File: config.mk
export PLATFORM = sky130hd
export DESIGN_NAME = delay_timer_p_flat
export DESIGN_NICKNAME = d
export VERILOG_FILES = /design/src/rtl/delay_timer_p_if.sv /design/src/rtl/delay_timer_p.sv /design/src/flat_wrapper.sv
export SDC_FILE = /design/constraint.sdc
export NUM_CORES = 1
export LEC_CHECK = 0
export ABC_AREA = 1
export CAP_MARGIN = 10
export CORE_MARGIN = 3
export CORE_UTILIZATION = 46
export CTS_CLUSTER_DIAMETER = 60
export DETAILED_ROUTE_END_ITERATION = 16
export PLACE_DENSITY = 0.78
export SYNTH_ARGS = -nofsm -noshare
export SYNTH_HDL_FRONTEND = slang
export SYNTH_SLANG_ARGS = --single-unit
File: constraint.sdc
create_clock -name clk -period 2 [get_ports clk]
set_input_delay 0.5 -clock clk [delete_from_list [all_inputs] [get_ports clk]]
set_output_delay 0.5 -clock clk [all_outputs]
set_load 0.01 [all_outputs]
File: src/rtl/delay_timer_p_if.sv
// Control/status bundle for delay_timer_p: start/abort/mode requests in, busy/expiry/count out.
// WIDTH must match the WIDTH of the timer instance it connects to.
interface delay_timer_p_if #(
  parameter int WIDTH = 16
);
  logic             trigger;
  logic             cancel;
  logic             periodic;
  logic [WIDTH-1:0] N;
  logic             busy;
  logic             time_out;
  logic [WIDTH-1:0] remaining;

  modport master (
    output trigger, cancel, periodic, N,
    input  busy, time_out, remaining
  );

  modport slave (
    input  trigger, cancel, periodic, N,
    output busy, time_out, remaining
  );
endinterface

File: src/rtl/delay_timer_p.sv
// Programmable one-shot / auto-reload delay timer with clock prescaler and cancel.
// Optional macro DELAY_TIMER_RETRIGGER_EN: trigger while running restarts the run.
module delay_timer_p #(
  parameter int WIDTH    = 16,
  parameter int PRESCALE = 1
) (
  input  logic           clk,
  input  logic           reset_n,
  delay_timer_p_if.slave bus
);
  localparam int             PW      = $clog2(PRESCALE) + 1;
  localparam logic [PW-1:0]  PS_LAST = PW'(PRESCALE - 1);

  typedef enum logic {IDLE = 1'b0, RUN = 1'b1} state_t;

  state_t           state;
  logic [WIDTH-1:0] period;
  logic             mode;
  logic [WIDTH-1:0] remaining;
  logic [PW-1:0]    prescaler;
  logic             time_out;
  logic             tick;
  logic             start_ok;

  assign tick      = (prescaler == PS_LAST);
  assign start_ok  = bus.trigger && !bus.cancel && (bus.N != '0);

  assign bus.busy      = (state == RUN);
  assign bus.time_out  = time_out;
  assign bus.remaining = remaining;

  // NOTE: all state below uses non-blocking assignment so every register sees
  // pre-edge values; later assignments in the block intentionally override earlier ones.
  always_ff @(posedge clk) begin
    if (!reset_n) begin
      state     <= IDLE;
      period    <= '0;
      mode      <= 1'b0;
      remaining <= '0;
      prescaler <= '0;
      time_out  <= 1'b0;
    end else begin
      time_out <= 1'b0;
      case (state)
        IDLE: begin
          if (start_ok) begin
            period    <= bus.N;
            mode      <= bus.periodic;
            remaining <= bus.N;
            prescaler <= '0;
            state     <= RUN;
          end
        end
        RUN: begin
          if (bus.cancel) begin
            state     <= IDLE;
            remaining <= '0;
            prescaler <= '0;
          end else begin
            prescaler <= tick ? '0 : prescaler + PW'(1);
            if (tick) begin
              if (remaining == WIDTH'(1)) begin
                time_out <= 1'b1;
                if (mode) begin
                  remaining <= period;
                end else begin
                  remaining <= '0;
                  state     <= IDLE;
                end
              end else begin
                remaining <= remaining - WIDTH'(1);
              end
            end
`ifdef DELAY_TIMER_RETRIGGER_EN
            // A restart overrides both the one-shot return to IDLE and the periodic reload.
            if (bus.trigger && (bus.N != '0)) begin
              period    <= bus.N;
              mode      <= bus.periodic;
              remaining <= bus.N;
              prescaler <= '0;
              state     <= RUN;
            end
`endif
          end
        end
        default: state <= IDLE;
      endcase
    end
  end
endmodule

File: src/flat_wrapper.sv
// flat-port wrapper written by rule: the top's interface ports become plain ports
module delay_timer_p_flat 
#(
  parameter int WIDTH    = 16,
  parameter int PRESCALE = 1
)
  (clk, reset_n, bus_trigger, bus_cancel, bus_periodic, bus_N, bus_busy, bus_time_out, bus_remaining);
  delay_timer_p_if #(.WIDTH(WIDTH)) bus_i ();
  input  logic clk;
  input  logic reset_n;
  input wire logic [$bits(bus_i.trigger)-1:0] bus_trigger;
  input wire logic [$bits(bus_i.cancel)-1:0] bus_cancel;
  input wire logic [$bits(bus_i.periodic)-1:0] bus_periodic;
  input wire logic [$bits(bus_i.N)-1:0] bus_N;
  output wire logic [$bits(bus_i.busy)-1:0] bus_busy;
  output wire logic [$bits(bus_i.time_out)-1:0] bus_time_out;
  output wire logic [$bits(bus_i.remaining)-1:0] bus_remaining;
  assign bus_i.trigger = bus_trigger;
  assign bus_i.cancel = bus_cancel;
  assign bus_i.periodic = bus_periodic;
  assign bus_i.N = bus_N;
  assign bus_busy = bus_i.busy;
  assign bus_time_out = bus_i.time_out;
  assign bus_remaining = bus_i.remaining;
  delay_timer_p #(.WIDTH(WIDTH), .PRESCALE(PRESCALE)) u_core (.clk(clk), .reset_n(reset_n), .bus(bus_i));
endmodule
==> out/results.tsv <==
metric	value	unit
outcome	complete, no violations	
LEAKAGE	1.231	nW
total CTS buffers	5	
synth cell count leaders	nand2_1, nand3_1, nor2_1	
Synth area leader	dfxtp_1	
Pins Over Slew Limit	0	
FFs w/ async S/R, synth	0	%
DRC Markers	0	
Final HPWL DP	4568	µm
worst vdd ir	0.6703	mV
cells after synthesis	357	
worst min path class	reg -> reg	
Vias/cell	5.403	
1st-iter DRT viols	275	
#FFs+latches synth	35	
synthesized area	2240	µm²
global-route wire length before repair	10680	µm
Post-synth EDFFs	0	
syn nets	380	
clock sinks	35	
Final Skew	0.009270	ns
Post-synth top flop	dfxtp_1	
post-DR wirelength/cell	13.87	µm
GR Util All Layers	24.23	%
top-area cell type share of the netlist area	31.28	%
crit path buf inv count	1	
Final nets	419	
final hold violations	0	
drt pass-1 iters	5	
diode count	0	
layout cells sized above 1	11.59	%
Post-CTS Hold Buffers	0	
FP Rows	24	
CTS tree	built	
GPL Wtd Cong	0.8864	
Final Critical Period	1.844	ns
Syn Area/Cell	6.274	µm²
endpoints failing setup	0	
Post-CTS Setup Bufs	0	
post_cts resized	0	
Yosys warnings	0	
critical path's largest stage delay	0.59	ns
sequential area share after synthesis	31.28	%
flop2flop setup slack	0.22	ns
critical path fanouts, max	5	
Die Height	75.78	µm
Starting Density	49.39	%
area delta synth->final	25.31	%
Die W	75.78	µm
Vias	2496	
fmax	0.5424	GHz
kind of critical path	reg -> out	
Data required, critical path	1.50	ns
Worst path top cell family by delay	buffers and inverters	
remaining global-route overflow	0	
crit share post-route	92.19	%
Setup TNS	0	ns
initial antenna violation count	0	
Clock Tree Buf Depth	2	
io pins	39	
Routed WL	6410	µm
Worst-Skew Late Latency	0.29	ns
number of global-route vias before repair	2337	
top post-synthesis cells by area	dfxtp_1, nand2_1, nand3_1, nor2_1, inv_1	
top-count cell post-synth	nand2_1	
design area	2806	µm²
Max-Cap Viols	0	
Die ar.	5742	µm²
CP cell instances	clkdlybuf4s50_1	
Clk pin slew, worst setup/hold paths	0.07	ns
Core ar.	4534	µm²
Worst setup SP type	register	
Setup crit end kind	output pin	
cell at the slowest stage of the critical path	clkdlybuf4s50_1	
post-synth cell types	28	
largest net degree at the start of global routing	27	
actual slew at the worst max-slew pin	0.6474	ns
post-detailed-route count of antenna-violating nets	0	
placed cell areas	2689	µm²
I/O Buffers	38	
pwr dens	729.0	nW/µm²
htree depth	2	
RSZ-0062 raised after global routing	no	
Clock Tree Root	clkbuf_8	
Worst Path Arrival	1.34	ns
headroom to the max-slew limit	56.78	%
-- path summary, 6_finish.rpt --
path | start | end | cells past startpoint
worst max-delay path | u_core.bus.remaining[5] | bus_remaining[5] | 1
worst min register to register | u_core.period[5] | u_core.period[5] | 2
worst min-delay path | u_core.period[5] | u_core.period[5] | 2
worst max register to register | u_core.bus.remaining[0] | u_core.bus.remaining[5] | 8
-- layout make-up --
| class | instances | area (µm²) |
|---|---|---|
| Fill cell | 424 | 1728 |
| Multi-Input combinational cell | 270 | 1297 |
| Sequential cell | 35 | 700.7 |
| Timing Repair Buffer | 49 | 475.5 |
| Inverter | 35 | 133.9 |
| Clock buffer | 6 | 82.58 |
| Tap cell | 65 | 81.33 |
| Clock inverter | 2 | 35.03 |
-- kinds of logic after synthesis --
family	after synthesis	share of synthesized area (%)
xor+xnor	3	1.173
simple gates	231	47.60
buf+inv	52	10.78
fa+ha+maj	2	1.117
compound gates	34	8.045
flops	35	31.28
-- power by group --
group / total [mW] / internal [mW] / switching (mW)
combinational: 0.585 / 0.242 / 0.343
sequential: 0.791 / 0.737 / 0.0541
clock: 0.670 / 0.403 / 0.267
-- placed cells by master, fill, tap and decap left out, types with 3 or more instances in the layout --
cell	synthesis	routed
o21ai_0	8	8
dfxtp_1	35	35
clkbuf_8	0	6
nand4_1	15	15
nand3_2	5	5
a21oi_1	23	23
nor2_1	42	42
clkdlybuf4s50_1	0	38
nand2_2	3	3
nand2_1	103	103
nand3_1	45	45
nor2_2	11	11
inv_1	33	33
buf_4	2	10
-- through the flow --
stage               util (%)  setup slack, ns  total power [mW]  hold slack [ns]  cells
finish                 61.89           0.1562             2.046           0.4630    462
global route           61.89          0.05661             2.156           0.4718    462
CTS                    61.89           0.1543             2.044           0.4632    462
detailed placement     59.30         -0.03831             1.381           0.4527    454
global placement       59.30        -0.001547             1.368           0.4484    454
floorplan                  -           0.5497             1.187           0.4391    357
-- layer usage --
layer	vias up	GRT usage [%]	part of all wire [%]
li1	1219	-	-
met1	1142	31.39	43
met5	-	0	0
met4	0	8.155	1.9
met2	123	39.64	46
met3	12	5.409	8.8
-- worst min-delay path, delay by kind of cell, from the launching register on --
family | cells | cell delay [ns]
flip-flops | 1 | 0.31
AND/OR/NAND/NOR | 1 | 0.06
AO/OA/AOI/OAI | 1 | 0.05
-- state kept, by name, indices dropped and copies added (netlist names) --
register	cells
u_core.bus.time_out	1
u_core.bus.busy	1
u_core.bus.remaining	16
u_core.mode	1
u_core.period	16
Power figures use the tool's default switching activity.
